--- src/rtl/multi_channel_clock_divider.sv ---
// Multi-channel programmable clock divider: per-channel enable, run-time divisor
// loads through a one-deep pending slot, registered edge strobes and global resync.
module multi_channel_clock_divider #(
  parameter int unsigned NumChannels    = 4,
  parameter int unsigned CountWidth     = 16,
  parameter int unsigned DefaultDivisor = 125,
  parameter int unsigned ChanWidth      = (NumChannels > 1) ? $clog2(NumChannels) : 1
) (
  input  logic                   MasterClock,
  input  logic                   Reset,
  input  logic [NumChannels-1:0] Enable,
  input  logic                   LoadValid,
  input  logic [ChanWidth-1:0]   LoadChannel,
  input  logic [CountWidth-1:0]  LoadDivisor,
  output logic                   LoadReady,
  input  logic                   Resync,
  output logic [NumChannels-1:0] DividedClock,
  output logic [NumChannels-1:0] RiseTick,
  output logic [NumChannels-1:0] FallTick,
  output logic [NumChannels-1:0] DivisorError
);

  typedef logic [CountWidth-1:0] cnt_t;

  cnt_t r_cnt  [NumChannels];
  cnt_t r_div  [NumChannels];
  cnt_t r_pdiv [NumChannels];
  cnt_t w_cnt_nxt  [NumChannels];
  cnt_t w_div_nxt  [NumChannels];
  cnt_t w_pdiv_nxt [NumChannels];

  logic [NumChannels-1:0] r_pvalid, r_active, r_clk, r_rise, r_fall, r_err;
  logic [NumChannels-1:0] w_pvalid_nxt, w_active_nxt, w_clk_nxt, w_err_nxt, w_apply;
  logic                   w_in_range, w_accept;

  assign w_in_range = (32'(LoadChannel) < NumChannels);
  assign LoadReady  = !(w_in_range && r_pvalid[LoadChannel]);
  assign w_accept   = LoadValid && LoadReady;

  always_comb begin
    w_cnt_nxt    = r_cnt;
    w_div_nxt    = r_div;
    w_pdiv_nxt   = r_pdiv;
    w_pvalid_nxt = r_pvalid;
    w_active_nxt = r_active;
    w_clk_nxt    = r_clk;
    w_err_nxt    = r_err;
    w_apply      = '0;
    for (int unsigned i = 0; i < NumChannels; i++) begin
      if (!Enable[i]) begin
        w_active_nxt[i] = 1'b0;
        w_cnt_nxt[i]    = '0;
        w_clk_nxt[i]    = 1'b0;
        w_apply[i]      = 1'b1;
      end else if (Resync) begin
        w_active_nxt[i] = 1'b1;
        w_cnt_nxt[i]    = '0;
        w_clk_nxt[i]    = 1'b1;
        w_apply[i]      = 1'b1;
      end else if (!r_active[i]) begin
        // Park on the last count so the next edge is an ordinary period boundary.
        w_active_nxt[i] = 1'b1;
        w_cnt_nxt[i]    = r_div[i] - cnt_t'(1);
        w_clk_nxt[i]    = 1'b0;
      end else if (r_cnt[i] == r_div[i] - cnt_t'(1)) begin
        w_cnt_nxt[i]    = '0;
        w_clk_nxt[i]    = 1'b1;
        w_apply[i]      = 1'b1;
      end else begin
        w_cnt_nxt[i]    = r_cnt[i] + cnt_t'(1);
        w_clk_nxt[i]    = (w_cnt_nxt[i] < (r_div[i] - (r_div[i] >> 1)));
      end

      if (w_apply[i] && r_pvalid[i]) begin
        w_div_nxt[i]    = r_pdiv[i];
        w_pvalid_nxt[i] = 1'b0;
      end

      if (w_accept && (32'(LoadChannel) == i)) begin
        if (LoadDivisor >= cnt_t'(2)) begin
          w_pdiv_nxt[i]   = LoadDivisor;
          w_pvalid_nxt[i] = 1'b1;
          w_err_nxt[i]    = 1'b0;
        end else begin
          w_err_nxt[i]    = 1'b1;
        end
      end
    end
  end

  always_ff @(posedge MasterClock or posedge Reset) begin
    if (Reset) begin
      for (int unsigned i = 0; i < NumChannels; i++) begin
        r_cnt[i]  <= '0;
        r_div[i]  <= cnt_t'(DefaultDivisor);
        r_pdiv[i] <= '0;
      end
      r_pvalid <= '0;
      r_active <= '0;
      r_clk    <= '0;
      r_rise   <= '0;
      r_fall   <= '0;
      r_err    <= '0;
    end else begin
      r_cnt    <= w_cnt_nxt;
      r_div    <= w_div_nxt;
      r_pdiv   <= w_pdiv_nxt;
      r_pvalid <= w_pvalid_nxt;
      r_active <= w_active_nxt;
      r_clk    <= w_clk_nxt;
      r_rise   <= w_clk_nxt & ~r_clk;
      r_fall   <= ~w_clk_nxt & r_clk;
      r_err    <= w_err_nxt;
    end
  end

  assign DividedClock = r_clk;
  assign RiseTick     = r_rise;
  assign FallTick     = r_fall;
  assign DivisorError = r_err;

endmodule

--- config.mk ---
export PLATFORM = sky130hd
export DESIGN_NAME = multi_channel_clock_divider
export DESIGN_NICKNAME = d
export VERILOG_FILES = /design/src/rtl/multi_channel_clock_divider.sv
export SDC_FILE = /design/constraint.sdc
export NUM_CORES = 1
export LEC_CHECK = 0
export ABC_AREA = 1
export BUFFER_PORTS_ARGS = -buffer_cell sky130_fd_sc_hd__buf_2
export CAP_MARGIN = 30
export CORE_ASPECT_RATIO = 2
export CORE_MARGIN = 2
export CORE_UTILIZATION = 38
export DETAILED_ROUTE_END_ITERATION = 10
export MAX_ROUTING_LAYER = met4
export PLACE_DENSITY = 0.57
export SLEW_MARGIN = 40
export SYNTH_ARGS = -nofsm -noshare
export SYNTH_HDL_FRONTEND = slang
export SYNTH_SLANG_ARGS = --single-unit
--- constraint.sdc ---
create_clock -name MasterClock -period 7.3 [get_ports MasterClock]
set_input_delay 1.825 -clock MasterClock [delete_from_list [all_inputs] [get_ports MasterClock]]
set_output_delay 1.825 -clock MasterClock [all_outputs]
set_load 0.03 [all_outputs]
### After elaboration in Yosys (flattened, before gate mapping)

Index checks and enable logic that the tools add are counted.

* add/subtract/negate cells: 12
* bitwise operators: 4
* mux-type cells: 67
* $lt $le $gt $ge: 6
* eq/ne operators: 7
* reduce and logical (&&, ||, !) cells: 15

Operators with widths (count)
* $mux 16: 16
* $add 16x1->16 const B: 4
* $eq 16x16->1: 4
* $lt 16x16->1: 4
* $sub 16x1->16 const B: 4
* $sub 16x15->16: 4
* $mux 1: 50
* $ge 16x2->1 const B: 1
* $logic_and 1x1->1: 9
* $and 4x4->4: 2
* $not 4->4: 2
* $reduce_and 2->1: 4
* $eq 2x2->1 const B: 2
* $lt 2x3->1 const B: 1
* $bmux 1 s2: 1
* $eq 2x1->1 const B: 1
* $logic_not 2->1: 1
* $logic_not 1->1: 1

* logic and storage cells: 132
* input bits: 26
* output and inout port bits: 17
* flip-flop bits (word level): 216

### Logic depth before layout (Yosys ltp)

Gate-level depths: netlist (run 1).

* depth after elaboration: 10
* depth in mapped cells: 24
* mapped depth without buffers: 24

### Least setup slack after synthesis (run 1)

No wires, ideal clock.

* kind: input port to output port
* from: in LoadChannel[1]
* to: out LoadReady
* data required time: 5.475 ns
* buffers on the path: 0
* slack: 2.997 ns
* stages on the path: 3
* data arrival time: 2.478 ns
* cells stage by stage: inv_1 nor2_1 a211oi_2

* cells in the longest elaborated chain, start to end: 3

Ends and longest elaborated chain
* from (decl): line 13 `input logic [ChanWidth-1:0] LoadChannel,`
* $bmux 1 s2: line 37 `assign LoadReady = !(w_in_range && r_pvalid[LoadChannel]);`
* $mux 1 (implied by the code): line 37
* $logic_not 1->1: line 37
* to (decl): line 15 `output logic LoadReady,`

No other way between the ends. The select of a mux whose other input is x is not followed.

### Worst setup path in the final report (run 1)

* from: in LoadChannel[0]
* to: out LoadReady

The elaborated chain is that of the path after synthesis.

==> results of run 1 <==
-- metal layers --
| metal | wire length, um | track usage, % | up-vias |
|---|---|---|---|
| met2 | 28800 | 43.4 | 300 |
| li1 | - | - | 8138 |
| met5 | 0 | - | - |
| met3 | 1190 | 1.77 | 183 |
| met4 | 4390 | 16.4 | 0 |
| met1 | 19000 | 22.0 | 7441 |
-- critical path, stage by stage --
cell	delay (ns)
buf_2	0.13
nand2_1	0.10
nor2_1	0.06
a211oi_2	0.22
buf_2	0.23
-- state kept, by name, indices dropped and copies added (netlist names) --
name	count
r_pdiv	64
DividedClock	4
r_active	4
DivisorError	4
r_cnt	64
r_pvalid	4
FallTick	4
r_div	64
RiseTick	4
-- Yosys cell counts (8+ instances only) --
library cell    n
a211oi_1        8
dfstp_2        24
nand3_1       265
inv_1         334
nand4_1        38
nor3_1         24
clkbuf_1       29
nor2_1        212
nor4_1          9
buf_2           8
xor2_1        100
dfrtp_1       192
a21oi_1        91
nand2_1       718
o21ai_0       154
buf_4           8
ha_1          194
-- cells by family (layout without fill, tap and decap cells) --
family,after synthesis,after routing,share of synthesized area [%]
compound gates,295,295,9.33
xor+xnor,110,110,5.76
fa+ha+maj,198,198,14.2
buf+inv,388,429,8.63
flops,216,216,30.7
simple gates,1302,1302,31.4
-- power groups by stage --
stage	logic [W]	clock network [W]	registers [W]
after floorplan	0.00312	0	0.00164
after global placement	0.00412	0	0.00174
after detailed placement	0.00421	0	0.00175
after CTS	0.00423	0.00128	0.00173
after global routing	0.00481	0.00132	0.00175
final	0.00423	0.00124	0.00172
-- cell type report --
type	count	area share [%]
multi-input combinational	1905	55.5
clock buffer	28	3.18
clock inverter	14	0.829
sequential	216	28.1
tap	621	4.02
timing repair buffer	48	1.70
inverter	339	6.61
-- worst paths after layout --
kind,startpoint,end,slack (ns),cells after the start
worst min-delay path,DividedClock[3],RiseTick[3],0.44,1
worst max-delay path,LoadChannel[0],LoadReady,2.92,5
max in group asynchronous,Reset,r_div[34],4.79,4
worst max register to register,r_div[34],RiseTick[1],3.30,24
worst min register to register,DividedClock[3],RiseTick[3],0.44,1
min in group asynchronous,Reset,FallTick[2],1.25,2
-- per-stage QoR --
| step | setup slack (ns) | util [%] |
|---|---|---|
| 2_1_floorplan | 2.68 | - |
| 3_3_place_gp | 2.91 | 40.2 |
| 3_5_place_dp | 2.93 | 40.3 |
| 4_1_cts | 2.92 | 42.0 |
| 5_1_grt | 2.85 | 42.0 |
| 6_report | 2.92 | 42.0 |
==> summary.md, run 1 <==
| Metric | Value |
|---|---|
| # Max-Cap Violations | `0` |
| Share of cells above drive strength 1 | `5.92%` |
| Drt total wl | `53.3 mm` |
| I/O Buffers | `42` |
| Final period util | `60.0%` |
| Synth Warn # | `0` |
| Synthesized area | `17700 um2` |
| Max-slew violations | `0` |
| DRT iter0 DRCs | `666` |
| H-Tree Depth | `1` |
| P_leak | `10.3 nW` |
| Final Cell Area | `19300 um2` |
| Crit end category | `output pin` |
| Starting Density | `38.5%` |
| I/O pin count | `43` |
| Logic pwr share | `58.8%` |
| Clk sinks | `216` |
| Seq pwr share | `24.0%` |
| Die Area | `48400 um2` |
| Row Count | `111` |
| Cell variety after synth | `48` |
| Final critical delay including setup and external delays | `4.38 ns` |
| Syn Inst Count | `2509` |
| Hold-fix buffers at CTS | `0` |
| # diodes | `0` |
| Power per cell area | `372 nW/um2` |
| Area of the multi-input gates | `10700 um2` |
| Mapped Nets | `2733` |
| Fmax | `228 MHz` |
| Die height | `309 um` |
| Setup Fix Bufs, Post-CTS | `0` |
| Worst setup SP type | `input port` |
| Horiz. Die Dim | `157 um` |
| Fin. Hold Viols | `0` |
| Max clock buf depth | `3` |
| Final nets | `2757` |
| CTS buffer count | `23` |
| Share of the synthesized area in the top cell type | `27.2%` |
| Post-DR wirelength/cell | `16.8 um` |
| RSZ-0062 raised after global routing | `false` |
| Slew @ Worst Pin | `0.821 ns` |
| FF+latch count, synth | `216` |
| First-pass GRT wire length | `84.9 mm` |
| Post-Place Cells | `3129` |
| Number of synthesized flops with an enable pin | `0` |
| Internal Power | `0.00359 W` |
| Drt drc | `0` |
| Largest net degree at the start of global routing | `102` |
| Skew-Pair Late Insertion Delay | `0.57 ns` |
| Post-synth top area cell | `dfrtp_1` |
| CTS resizes | `0` |
| Vias in the first global route | `16510` |
| CP Class | `input port to output pin` |
| Post-route insts no fill | `3171` |
| GRT overflow | `0` |
| Status | `complete, no violations` |
| Switching Share | `50.1%` |
| CP Data Required Time | `5.48 ns` |
| Hold Crit Class | `flop to flop` |
| Total global-route track usage | `23.2%` |
| Hpwl dp | `42.7 mm` |
| Sequential share of the synthesized area | `30.7%` |
| TNS Setup | `0 ns` |
| Clk pin slew, worst setup/hold paths | `0.06 ns` |
| TritonCTS clock tree | `done` |
| Final Skew | `0.0141 ns` |
| Peak VDD IR | `256 uV` |
| Synth Area per Inst | `7.05 um2` |
| Hold Worst Slack | `0.444 ns` |
| Synth top area cells | `dfrtp_1 (27%), nand2_1 (15%), ha_1 (14%)` |
| RePlAce Congestion | `0.950` |
| Reg area | `5440 um2` |
| Clock power share | `17.3%` |
| Initial DRT Pass Iterations | `6` |
| Leading cell type in the layout, fill and taps excluded | `nand2_1` |
| CP arrival | `2.55 ns` |
| Filler Cell Count | `4820` |
| Initial antenna violation count | `0` |
| Via-to-Cell Ratio | `5.07` |
| FFs w/ async S/R, synth | `100%` |
| CTS Root Cell | `clkbuf_16` |
| Placeable Area | `46000 um2` |
| DP Area | `18500 um2` |
| Finish-stage setup viols | `0` |
| P_sw | `0.00360 W` |
| Ys flop type | `dfrtp_1` |
| P&R area growth vs syn | `9.21%` |
| Slew HR | `45.2%` |
| Antenna Nets Post-Route | `0` |
| Most frequent cells in the layout | `nand2_1 (718), inv_1 (329), nand3_1 (265)` |
| Via count | `16062` |
| CP max FO | `5` |
| Pwr Total | `0.00719 W` |
(Power assumes the default switching activity.)
==> run 2, diff against run 1 <==
clock period = 3.94 ns   (was 7.3 ns; I/O delays follow)
==> summary.md, run 2 (synthesis gave the netlist of run 1 again) <==
| Metric | Value |
|---|---|
| Max clock buf depth | `3 (unchanged)` |
| Slew @ Worst Pin | `0.635 ns (was 0.821 ns)` |
| Drt drc | `0 (unchanged)` |
| Max-slew violations | `0 (unchanged)` |
| DRT iter0 DRCs | `797 (was 666)` |
| Post-DR wirelength/cell | `17.4 um (was 16.8 um)` |
| Most frequent cells in the layout | `nand2_1 (718), inv_1 (332), nand3_1 (265) (was nand2_1 (718), inv_1 (329), nand3_1 (265))` |
| DP Area | `18700 um2 (was 18500 um2)` |
| Pwr Total | `0.0134 W (was 0.00719 W)` |
| Logic pwr share | `59.1% (was 58.8%)` |
| Setup WS post-layout | `0.170 ns (was 2.92 ns)` |
| Via-to-Cell Ratio | `5.14 (was 5.07)` |
| Setup slack, reg-to-reg | `0.17 ns (was 3.30 ns)` |
| Crit end category | `flop (was output pin)` |
| Hpwl dp | `44.8 mm (was 42.7 mm)` |
| Via count | `16419 (was 16062)` |
| Starting Density | `38.5% (unchanged)` |
| CP max FO | `6 (was 5)` |
| Clk pin slew, worst setup/hold paths | `0.06 ns (about the same)` |
| Final nets | `2782 (was 2757)` |
| Share of cells above drive strength 1 | `6.80% (was 5.92%)` |
| CTS buffer count | `23 (unchanged)` |
| TritonCTS clock tree | `done (unchanged)` |
| GRT overflow | `0 (unchanged)` |
| Fin. Hold Viols | `0 (unchanged)` |
| Largest net degree at the start of global routing | `88 (was 102)` |
| CTS Root Cell | `clkbuf_16 (unchanged)` |
| Skew-Pair Late Insertion Delay | `0.57 ns (about the same)` |
| Final period util | `95.7%` |
| Placeable Area | `46000 um2 (unchanged)` |
| Die height | `309 um (unchanged)` |
| Switching Share | `49.2% (was 50.1%)` |
| TNS Setup | `0 ns (unchanged)` |
| Antenna Nets Post-Route | `0 (unchanged)` |
| DP Worst Slack | `-0.117 ns (was 2.93 ns)` |
| Hold-fix buffers at CTS | `0 (unchanged)` |
| # Max-Cap Violations | `0 (unchanged)` |
| Final Skew | `0.0252 ns (was 0.0141 ns)` |
| Initial antenna violation count | `1 (was 0)` |
| Row Count | `111 (unchanged)` |
| Internal Power | `0.00681 W (was 0.00359 W)` |
| Total global-route track usage | `24.1% (was 23.2%)` |
| Peak VDD IR | `347 uV (was 256 uV)` |
| Initial DRT Pass Iterations | `5 (was 6)` |
| P&R area growth vs syn | `10.3% (was 9.21%)` |
| Setup Fix Bufs, Post-CTS | `0 (unchanged)` |
| CP Class | `flop to flop (was input port to output pin)` |
| Fmax | `265 MHz` |
| Vias in the first global route | `16549 (was 16510)` |
| R2R cell count | `23 (was 24)` |
| Power per cell area | `687 nW/um2 (was 372 nW/um2)` |
| Finish-stage setup viols | `0 (unchanged)` |
| R2r startpoint | `r_div[34] (unchanged)` |
| CP Data Required Time | `4.42 ns (was 5.48 ns)` |
| Clk sinks | `216 (unchanged)` |
| First-pass GRT wire length | `87.0 mm (was 84.9 mm)` |
| P_leak | `10.4 nW (was 10.3 nW)` |
| H-Tree Depth | `1 (unchanged)` |
| Worst setup SP type | `flop (was input port)` |
| Final Cell Area | `19500 um2 (was 19300 um2)` |
| CP arrival | `4.25 ns (was 2.55 ns)` |
| Biggest regs | `r_cnt: 64 flops, r_div: 64 flops, r_pdiv: 64 flops (unchanged)` |
| Hold Crit Class | `input port to asynchronous set/reset pin (was flop to flop)` |
| Horiz. Die Dim | `157 um (unchanged)` |
| I/O pin count | `43 (unchanged)` |
| I/O Buffers | `42 (unchanged)` |
| Seq pwr share | `23.4% (was 24.0%)` |
| Status | `complete, no violations (unchanged)` |
| P_sw | `0.00660 W (was 0.00360 W)` |
| Final critical delay including setup and external delays | `3.77 ns` |
| RR Endpoint | `FallTick[1] (was RiseTick[1])` |
| Drt total wl | `55.6 mm (was 53.3 mm)` |
| Die Area | `48400 um2 (unchanged)` |
| RePlAce Congestion | `0.989 (was 0.950)` |
| Leading cell type in the layout, fill and taps excluded | `nand2_1 (unchanged)` |
| Clock power share | `17.6% (was 17.3%)` |
| Slew HR | `57.2% (was 45.2%)` |
| Hold Worst Slack | `0.427 ns (was 0.444 ns)` |
[run 2: changes by cell type in the layout (fill, tap and decap cells not counted), sizes merged]
cell      change
buf          +25
inv           -4
clkinv        -3
clkinvlp      +3
clkbuf        +2
bufinv        +1
diode         +1
[run 2: layout make-up]
cell class                 count  area, um2
timing repair buffer          73        488
clock inverter                11        160
multi-input combinational   1905      10700
tap                          621        777
inverter                     339       1280
fill                        4831      26500
antenna                        1       2.50
sequential                   216       5440
clock buffer                  30        642
[run 2: per-stage QoR]
stage	utilization, %	cells
after detailed placement	40.6	3153
after global routing	42.5	3196
final	42.5	3196
after CTS	42.4	3194
after floorplan	-	2509
after global placement	40.6	3153
[run 2: metal layers]
layer,vias up,GRT usage (%),wire [um]
li1,8196,-,-
met1,7579,21.9,18900
met2,421,45.2,29900
met3,223,1.93,1520
met4,0,19.1,5350
met5,-,-,0
[run 2: how the worst max path moves through the flow]
stage | start | endpoint | slack (ns) | cells after the start
CTS | r_div[34] | FallTick[1] | 0.1 | 23
global route | r_div[34] | DividedClock[1] | -0.01 | 24
detailed placement | r_div[34] | RiseTick[1] | -0.12 | 24
floorplan | Reset | DividedClock[0] | 0.16 | 1
global placement | r_div[34] | RiseTick[1] | -0.05 | 24
finish | r_div[34] | FallTick[1] | 0.17 | 23
[run 2: power groups by stage]
stage	clock [W]	combinational, W	sequential, W
final	0.00235	0.00793	0.00313
after global routing	0.00251	0.00898	0.00319
after CTS	0.00243	0.00791	0.00313
after detailed placement	0	0.00786	0.00317
after global placement	0	0.00773	0.00316
after floorplan	0	0.00578	0.00304
[run 2: what timing repair did]
action	in CTS	in global routing
setup endpoints to repair	3	4
resized for setup	2	3
hold endpoints to repair	0	0
[run 2: critical path, stage by stage (launching register included)]
cell	delay, ns
dfstp_2	0.56
inv_1	0.13
ha_1	0.35
inv_1	0.06
a21oi_1	0.18
nand2_1	0.09
nand2_1	0.08
nand2_1	0.05
nand2_1	0.09
inv_1	0.07
nand2_1	0.05
nand2_1	0.11
a21boi_2	0.22
o21ai_0	0.13
xor2_1	0.17
ha_1	0.30
nand2_1	0.08
nor2_2	0.25
o21ai_1	0.24
nand2_1	0.11
nand2_1	0.05
nand2_1	0.05
nand3_1	0.09
a21boi_0	0.16
